$ cat config.mk
export PLATFORM = sky130hd
export DESIGN_NAME = multicycle_control_fsm
export DESIGN_NICKNAME = d
export VERILOG_FILES = /design/src/rtl/mips_pkg.sv /design/src/rtl/alu_decoder.sv /design/src/rtl/multicycle_control_fsm.sv
export SDC_FILE = /design/constraint.sdc
export NUM_CORES = 1
export LEC_CHECK = 0
export ABC_AREA = 1
export BUFFER_PORTS_ARGS = -buffer_cell sky130_fd_sc_hd__buf_2
export CORE_UTILIZATION = 54
export DETAILED_ROUTE_END_ITERATION = 10
export PLACE_DENSITY = 0.83
export SLEW_MARGIN = 20
export SYNTH_ARGS = -nofsm -noshare
export SYNTH_HDL_FRONTEND = slang
export SYNTH_SLANG_ARGS = --single-unit
$ cat constraint.sdc
create_clock -name clk -period 3 [get_ports clk]
set_input_delay 0.15 -clock clk [delete_from_list [all_inputs] [get_ports clk]]
set_output_delay 0.15 -clock clk [all_outputs]
set_load 0.01 [all_outputs]
$ cat src/rtl/mips_pkg.sv
// Shared MIPS32 definitions: opcodes, functs, ALU codes, mux encodings and the
// multicycle control-word decode used by the sequencer.
package mips_pkg;

   localparam logic [5:0] OP_RTYPE = 6'b000000;
   localparam logic [5:0] OP_LW    = 6'b100011;
   localparam logic [5:0] OP_SW    = 6'b101011;
   localparam logic [5:0] OP_BEQ   = 6'b000100;
   localparam logic [5:0] OP_ADDI  = 6'b001000;
   localparam logic [5:0] OP_J     = 6'b000010;

   localparam logic [5:0] FN_ADD = 6'b100000;
   localparam logic [5:0] FN_SUB = 6'b100010;
   localparam logic [5:0] FN_AND = 6'b100100;
   localparam logic [5:0] FN_OR  = 6'b100101;
   localparam logic [5:0] FN_SLT = 6'b101010;

   localparam logic [2:0] ALU_ADD = 3'b010;
   localparam logic [2:0] ALU_SUB = 3'b110;
   localparam logic [2:0] ALU_AND = 3'b000;
   localparam logic [2:0] ALU_OR  = 3'b001;
   localparam logic [2:0] ALU_SLT = 3'b111;

   localparam logic [1:0] SRCB_REG   = 2'b00;
   localparam logic [1:0] SRCB_FOUR  = 2'b01;
   localparam logic [1:0] SRCB_IMM   = 2'b10;
   localparam logic [1:0] SRCB_IMMSH = 2'b11;

   localparam logic [1:0] PCSRC_ALU    = 2'b00;
   localparam logic [1:0] PCSRC_ALUOUT = 2'b01;
   localparam logic [1:0] PCSRC_JUMP   = 2'b10;

   localparam logic [1:0] ALUOP_ADD   = 2'b00;
   localparam logic [1:0] ALUOP_SUB   = 2'b01;
   localparam logic [1:0] ALUOP_FUNCT = 2'b10;

   typedef enum logic [3:0] {
      S_FETCH, S_DECODE, S_MEMADR, S_MEMRD, S_MEMWB, S_MEMWR,
      S_EXEC, S_ALUWB, S_BRANCH, S_ADDIEX, S_ADDIWB, S_JUMP
   } state_t;

   typedef struct packed {
      logic       iorD;
      logic       memRead;
      logic       memWrite;
      logic       fetchPhase;
      logic       decodePhase;
      logic       regDst;
      logic       memtoReg;
      logic       regWrite;
      logic       aluSrcA;
      logic [1:0] aluSrcB;
      logic [1:0] pcSrc;
      logic [1:0] aluOp;
      logic       branch;
      logic       pcWrite;
   } ctrl_t;

   // fetchPhase/decodePhase mark states whose strobes also depend on live inputs
   function automatic ctrl_t stateOutputs(input state_t s);
      ctrl_t c;
      c = '0;
      case (s)
         S_FETCH:  begin c.memRead = 1'b1; c.aluSrcB = SRCB_FOUR; c.fetchPhase = 1'b1; end
         S_DECODE: begin c.aluSrcB = SRCB_IMMSH; c.decodePhase = 1'b1; end
         S_MEMADR: begin c.aluSrcA = 1'b1; c.aluSrcB = SRCB_IMM; end
         S_MEMRD:  begin c.iorD = 1'b1; c.memRead = 1'b1; end
         S_MEMWB:  begin c.regWrite = 1'b1; c.memtoReg = 1'b1; end
         S_MEMWR:  begin c.iorD = 1'b1; c.memWrite = 1'b1; end
         S_EXEC:   begin c.aluSrcA = 1'b1; c.aluOp = ALUOP_FUNCT; end
         S_ALUWB:  begin c.regWrite = 1'b1; c.regDst = 1'b1; end
         S_BRANCH: begin
            c.aluSrcA = 1'b1; c.aluOp = ALUOP_SUB; c.pcSrc = PCSRC_ALUOUT; c.branch = 1'b1;
         end
         S_ADDIEX: begin c.aluSrcA = 1'b1; c.aluSrcB = SRCB_IMM; end
         S_ADDIWB: c.regWrite = 1'b1;
         S_JUMP:   begin c.pcSrc = PCSRC_JUMP; c.pcWrite = 1'b1; end
         default:  c = '0;
      endcase
      return c;
   endfunction

endpackage

$ cat src/rtl/alu_decoder.sv
// ALU control decode from ALUOp and Funct; shared with the single-cycle core.
module alu_decoder
   import mips_pkg::*;
(
   input  logic [1:0] ALUOp,
   input  logic [5:0] Funct,
   output logic [2:0] ALU_control,
   output logic       illegal_funct
);

   logic [2:0] functCode;

   // illegal_funct reflects Funct alone so the sequencer can flag it before EXEC
   always_comb begin
      functCode     = ALU_ADD;
      illegal_funct = 1'b0;
      case (Funct)
         FN_ADD:  functCode = ALU_ADD;
         FN_SUB:  functCode = ALU_SUB;
         FN_AND:  functCode = ALU_AND;
         FN_OR:   functCode = ALU_OR;
         FN_SLT:  functCode = ALU_SLT;
         default: begin functCode = ALU_ADD; illegal_funct = 1'b1; end
      endcase
   end

   always_comb begin
      ALU_control = ALU_ADD;
      case (ALUOp)
         ALUOP_SUB:   ALU_control = ALU_SUB;
         ALUOP_FUNCT: ALU_control = functCode;
         default:     ALU_control = ALU_ADD;
      endcase
   end

endmodule

$ cat src/rtl/multicycle_control_fsm.sv
// Multicycle MIPS32 sequencer: registered state and control word, with the
// memory handshake, branch Zero and decode checks applied on the output side.
module multicycle_control_fsm
   import mips_pkg::*;
(
   input  logic       clk,
   input  logic       reset,
   input  logic [5:0] opcode,
   input  logic [5:0] Funct,
   input  logic       Zero,
   input  logic       mem_ready,
   output logic       PCEn,
   output logic       IorD,
   output logic       MemRead,
   output logic       MemWrite,
   output logic       IRWrite,
   output logic       RegDst,
   output logic       MemtoReg,
   output logic       RegWrite,
   output logic       ALUSrcA,
   output logic [1:0] ALUSrcB,
   output logic [1:0] PCSrc,
   output logic [2:0] ALU_control,
   output logic       illegal_instr
);

   state_t     state_q, state_d;
   ctrl_t      ctrl_q;
   logic [2:0] decodedAluControl;
   logic       illegalFunct;
   logic       knownOpcode;

   alu_decoder u_aluDecoder (
      .ALUOp         (ctrl_q.aluOp),
      .Funct         (Funct),
      .ALU_control   (decodedAluControl),
      .illegal_funct (illegalFunct)
   );

   always_comb begin
      knownOpcode = 1'b0;
      case (opcode)
         OP_RTYPE, OP_LW, OP_SW, OP_BEQ, OP_ADDI, OP_J: knownOpcode = 1'b1;
         default: knownOpcode = 1'b0;
      endcase
   end

   always_comb begin
      state_d = state_q;
      case (state_q)
         S_FETCH:  if (mem_ready) state_d = S_DECODE;
         S_DECODE: begin
            case (opcode)
               OP_LW, OP_SW: state_d = S_MEMADR;
               OP_RTYPE:     state_d = S_EXEC;
               OP_BEQ:       state_d = S_BRANCH;
               OP_ADDI:      state_d = S_ADDIEX;
               OP_J:         state_d = S_JUMP;
               default:      state_d = S_FETCH;
            endcase
         end
         S_MEMADR: state_d = (opcode == OP_LW) ? S_MEMRD : S_MEMWR;
         S_MEMRD:  if (mem_ready) state_d = S_MEMWB;
         S_MEMWB:  state_d = S_FETCH;
         S_MEMWR:  if (mem_ready) state_d = S_FETCH;
         S_EXEC:   state_d = S_ALUWB;
         S_ALUWB:  state_d = S_FETCH;
         S_BRANCH: state_d = S_FETCH;
         S_ADDIEX: state_d = S_ADDIWB;
         S_ADDIWB: state_d = S_FETCH;
         S_JUMP:   state_d = S_FETCH;
         default:  state_d = S_FETCH;
      endcase
   end

   // The control word is decoded from the next state so it is valid at state entry
   always_ff @(posedge clk) begin
      if (reset) begin
         state_q <= S_FETCH;
         ctrl_q  <= stateOutputs(S_FETCH);
      end else begin
         state_q <= state_d;
         ctrl_q  <= stateOutputs(state_d);
      end
   end

   always_comb begin
      PCEn          = 1'b0;
      IorD          = 1'b0;
      MemRead       = 1'b0;
      MemWrite      = 1'b0;
      IRWrite       = 1'b0;
      RegDst        = 1'b0;
      MemtoReg      = 1'b0;
      RegWrite      = 1'b0;
      ALUSrcA       = 1'b0;
      ALUSrcB       = SRCB_REG;
      PCSrc         = PCSRC_ALU;
      ALU_control   = ALU_ADD;
      illegal_instr = 1'b0;
      if (!reset) begin
         IorD          = ctrl_q.iorD;
         MemRead       = ctrl_q.memRead;
         MemWrite      = ctrl_q.memWrite;
         IRWrite       = ctrl_q.fetchPhase & mem_ready;
         RegDst        = ctrl_q.regDst;
         MemtoReg      = ctrl_q.memtoReg;
         RegWrite      = ctrl_q.regWrite;
         ALUSrcA       = ctrl_q.aluSrcA;
         ALUSrcB       = ctrl_q.aluSrcB;
         PCSrc         = ctrl_q.pcSrc;
         ALU_control   = decodedAluControl;
         PCEn          = (ctrl_q.fetchPhase & mem_ready) | ctrl_q.pcWrite
                       | (ctrl_q.branch & Zero);
         illegal_instr = ctrl_q.decodePhase
                       & (~knownOpcode | ((opcode == OP_RTYPE) & illegalFunct));
      end
   end

endmodule

After elaboration in Yosys (flattened, before gate mapping)
Cells that the tools add are included.
{ "op_classes": {"reduce_logical": 11, "bitwise_logic": 8, "n_mux": 37, "n_eq_ne": 29} }
{ "ops": {"columns": ["cell", "n"], "rows": [
  ["$eq A6 B6 Y1 const B", 7],
  ["$pmux W4 S7", 1],
  ["$eq A4 B3 Y1 const B", 6],
  ["$mux W1", 23],
  ["$eq A4 B4 Y1 const B", 5],
  ["$pmux W4 S5", 1],
  ["$eq A4 B2 Y1 const B", 4],
  ["$mux W4", 3],
  ["$pmux W3 S4", 1],
  ["$eq A4 B1 Y1 const B", 2],
  ["$logic_not A4 Y1", 2],
  ["$pmux W2 S2", 2],
  ["$reduce_or A2 Y1", 4],
  ["$eq A6 B2 Y1 const B", 1],
  ["$eq A6 B3 Y1 const B", 1],
  ["$eq A6 B4 Y1 const B", 1],
  ["$logic_not A6 Y1", 1],
  ["$mux W3", 2],
  ["$pmux W2 S3", 1],
  ["$pmux W3 S2", 1],
  ["$reduce_or A6 Y1", 1],
  ["$reduce_or A5 Y1", 1],
  ["$and A1 B1 Y1", 4],
  ["$mux W2", 2],
  ["other kinds (6)", 8]
]} }
{ "totals": {"out_inout_bits": 17, "register_bits": 21} }

Longest topological paths before layout
{ "logic_depth": {"ltp_word": 7, "mapped_depth": 11, "mapped_depth_nobuf": 11} }

Hierarchy
From an unflattened synthesis, not the netlist that was laid out.
{ "unflattened": {"hier_cells": 197, "area_unflattened_um2": 1204.9} }
{ "by_module_without_submodules": {"columns": ["module", "instances", "cells_each", "area_each_um2", "seq_area_each_um2"], "rows": [
  ["multicycle_control_fsm", 1, 166, 1046.0, 400.4],
  ["alu_decoder", 1, 31, 158.9, 0.0]
]} }

Worst setup path after synthesis
Ideal clock, no wire load.
{ "synth_timing": {"path_type": "reg2out", "start": "reg ctrl_q[1] (netlist name)", "end": "out ALU_control[0]", "stages_incl_launch_ff": 7, "slack_ns": 1.578, "arrival_ns": 1.272, "path_cell_list": "dfxtp_1 > inv_1 > ha_1 > or2_2 > nor2_1 > nand2_1 > a21oi_1"} }
{ "synth_lines": {"columns": ["item", "line", "rtl"], "rows": [
  ["end: declaration", "multicycle_control_fsm.sv:23", "output logic [2:0] ALU_control,"]
]} }

==> results_dict.tcl <==
set metrics [dict create \
    status "finished, final reports clean" \
    synth_area_um2 1097 \
    dr.pass1.iters 4 \
    fillers 177 \
    critPathCaptureType "primary output" \
    design.die.area_um2 2217 \
    place_congestion 0.9461 \
    finalNonFillerCells 241 \
    placed_cells 237 \
    rsz0062_at_grt "false" \
    synth_nets 200 \
    grt_pass1_vias 1008 \
    syn2layout_area_growth_pct 19.27 \
    clock-root-buffer "clkbuf_4" \
    vias_per_cell 4.768 \
    cts_buffer_depth 2 \
    ctsHtreeMaxLevel 1 \
    syn_avg_cell_area_um2 6.029 \
    worst_slew_pin_slew_ps 345.6 \
    hold_violations 0 \
    rows 15 \
    die_w_um 47.08 \
    pin_count 33 \
    setup_slack_ps 1161 \
    slew_violations 0 \
    clock.fmax_mhz 543.9 \
    crit_type "reg2out" \
    worstPathMaxFanout 3 \
    core_area_um2 1821 \
    clk_pin_slew_ps 100 \
    drc_errors 0 \
    postCtsResizedCells 0 \
    ys_seq_area_share_pct 34.66 \
    ys_seq_elements 19 \
    fp.dieH_um 47.08 \
    hpwl_mm 2.071 \
    cp.arrival_ps 1690 \
    cts_buffers 3 \
    num_antenna_cells 0 \
    pwr_density_cell_nw_per_um2 343.6 \
    routedWlPerCell_um 10.09 \
    skew_ps 6.413 \
    drive_gt1_share_pct 22.22 \
    grt_pass1_wl_mm 3.795 \
    fin_crit_sh_pct 61.28 \
    clock-sinks 19 \
    portBuffers 32 \
    ant_nets 0 \
    hp-class "in2reg" \
    cp.required_ps 2850 \
    nNetsFinal 235 \
    cts_setup_buffers 0 \
    ys_types 22 \
    slew_headroom_pct 76.96 \
    hold_buffers 0 \
    critPathMaxStageDelay_ps 360 \
    crit_chain "inv_1 > ha_1 > or2_2 > nor2_1 > nand2_1 > a21oi_1 > buf_2" \
    ir_worst_vdd_mv 0.2554 \
    p_leak_nw 0.7392 \
    gr-total-overflow 0 \
    antenna_found_initial 0 \
    setup_tns_ps 0 \
    drv_cap 0 \
    clkLatencyLatePin_ps 300 \
    routed_wl_mm 2.431 \
    yosys_warnings 0 \
    grt_max_degree 22 \
    drt_iter0_drc 20 \
    cp_slowest_cell "dfxtp_1" \
    period_needed_ps 1839 \
    cp-start-kind "register" \
    via_count 1149 \
    cts_tree "built" \
    final_common_cell "nor2_1" \
    finalSetupViolCount 0 \
    syn_inst 182 \
    final_cell_mix "nor2_1 (41), inv_1 (39), buf_2 (32)" \
    pre_cts_slack_ps 1501 \
    initial_core_util_pct 60.27 \
    grtUsageTotal_pct 24.84 \
]
==> worst paths after layout <==
check        startpoint              to  slack (ps)  cells after the start
max           ctrl_q[1]  ALU_control[0]        1160                      7
min           mem_ready      ctrl_q[10]         190                      3
max reg2reg  state_q[1]      ctrl_q[16]        1580                      8
min reg2reg  state_q[1]      ctrl_q[10]         650                      4
==> state kept, by name, indices dropped and copies added (netlist names) <==
register  count
ctrl_q       15
state_q       4
==> synth_stat cells, drive strengths merged <==
master / number / area (µm²)
nor2: 46 / 190.2
inv: 41 / 153.9
nand2: 33 / 136.4
dfxtp: 19 / 380.4
nand3: 19 / 95.09
a21oi: 5 / 25.02
o21ai: 4 / 20.01
nand4: 3 / 18.77
nor3: 3 / 15.01
ha: 2 / 25.02
or2: 2 / 12.51
a31oi: 1 / 6.260
buf: 1 / 3.750
clkbuf: 1 / 3.750
clkinv: 1 / 3.750
nand3b: 1 / 7.510
==> per-stage QoR <==
| step | instance area (µm²) | hold slack (ps) | power [W] | utilization [%] |
|---|---|---|---|---|
| after detailed placement | 1281 | 508.8 | 0.0003318 | 70.38 |
| final | 1309 | 194.2 | 0.0004497 | 71.89 |
| after floorplan | 1097 | 331.4 | 0.0003059 | - |
| after global routing | 1309 | 182.1 | 0.0004737 | 71.89 |
| after CTS | 1309 | 182.5 | 0.0004550 | 71.89 |
| after global placement | 1281 | 506.8 | 0.0003283 | 70.38 |
==> routing by layer <==
layer  vias up  GRT usage, %  share of wire [%]
met5         -             0                  0
met4         0         9.714                2.2
met3         9         4.615                4.2
met2        34         49.72                 50
met1       493         24.70                 44
li1        613             -                  -
==> final cells by class <==
cell class                      instances  area (µm²)  area share, %
Clock inverter                          1       5.005         0.3824
Sequential cell                        19       380.4          29.06
Timing Repair Buffer                   32       160.2          12.24
Inverter                               42       157.7          12.05
Tap cell                               25       31.28          2.390
Clock buffer                            3       22.52          1.721
Multi-Input combinational cell        119       551.8          42.16
==> report_power, final <==
part | internal (W) | switching, W
Clock | 0.0000497 | 0.0000744
Combinational | 0.0000233 | 0.0000413
Sequential | 0.000258 | 0.00000275
Total | 0.000331 | 0.000118
==> critical path: cells and delay by family, from the launching register on <==
| family | cells | cell delay, ps |
|---|---|---|
| AND/OR/NAND/NOR | 3 | 450 |
| AO/OA/AOI/OAI | 1 | 110 |
| adder cells (fa/ha/maj) | 1 | 270 |
| buffers and inverters | 2 | 200 |
| flip-flops | 1 | 360 |
==> cell families after synthesis <==
kind of cell | Yosys count | synth area share (%)
AOI/OAI and AO/OA | 10 | 4.674
DFF | 19 | 34.66
and+or+nand+nor | 107 | 43.33
buffers and inverters | 44 | 15.05
adders and majority gates | 2 | 2.280
(Power assumes the default switching activity.)
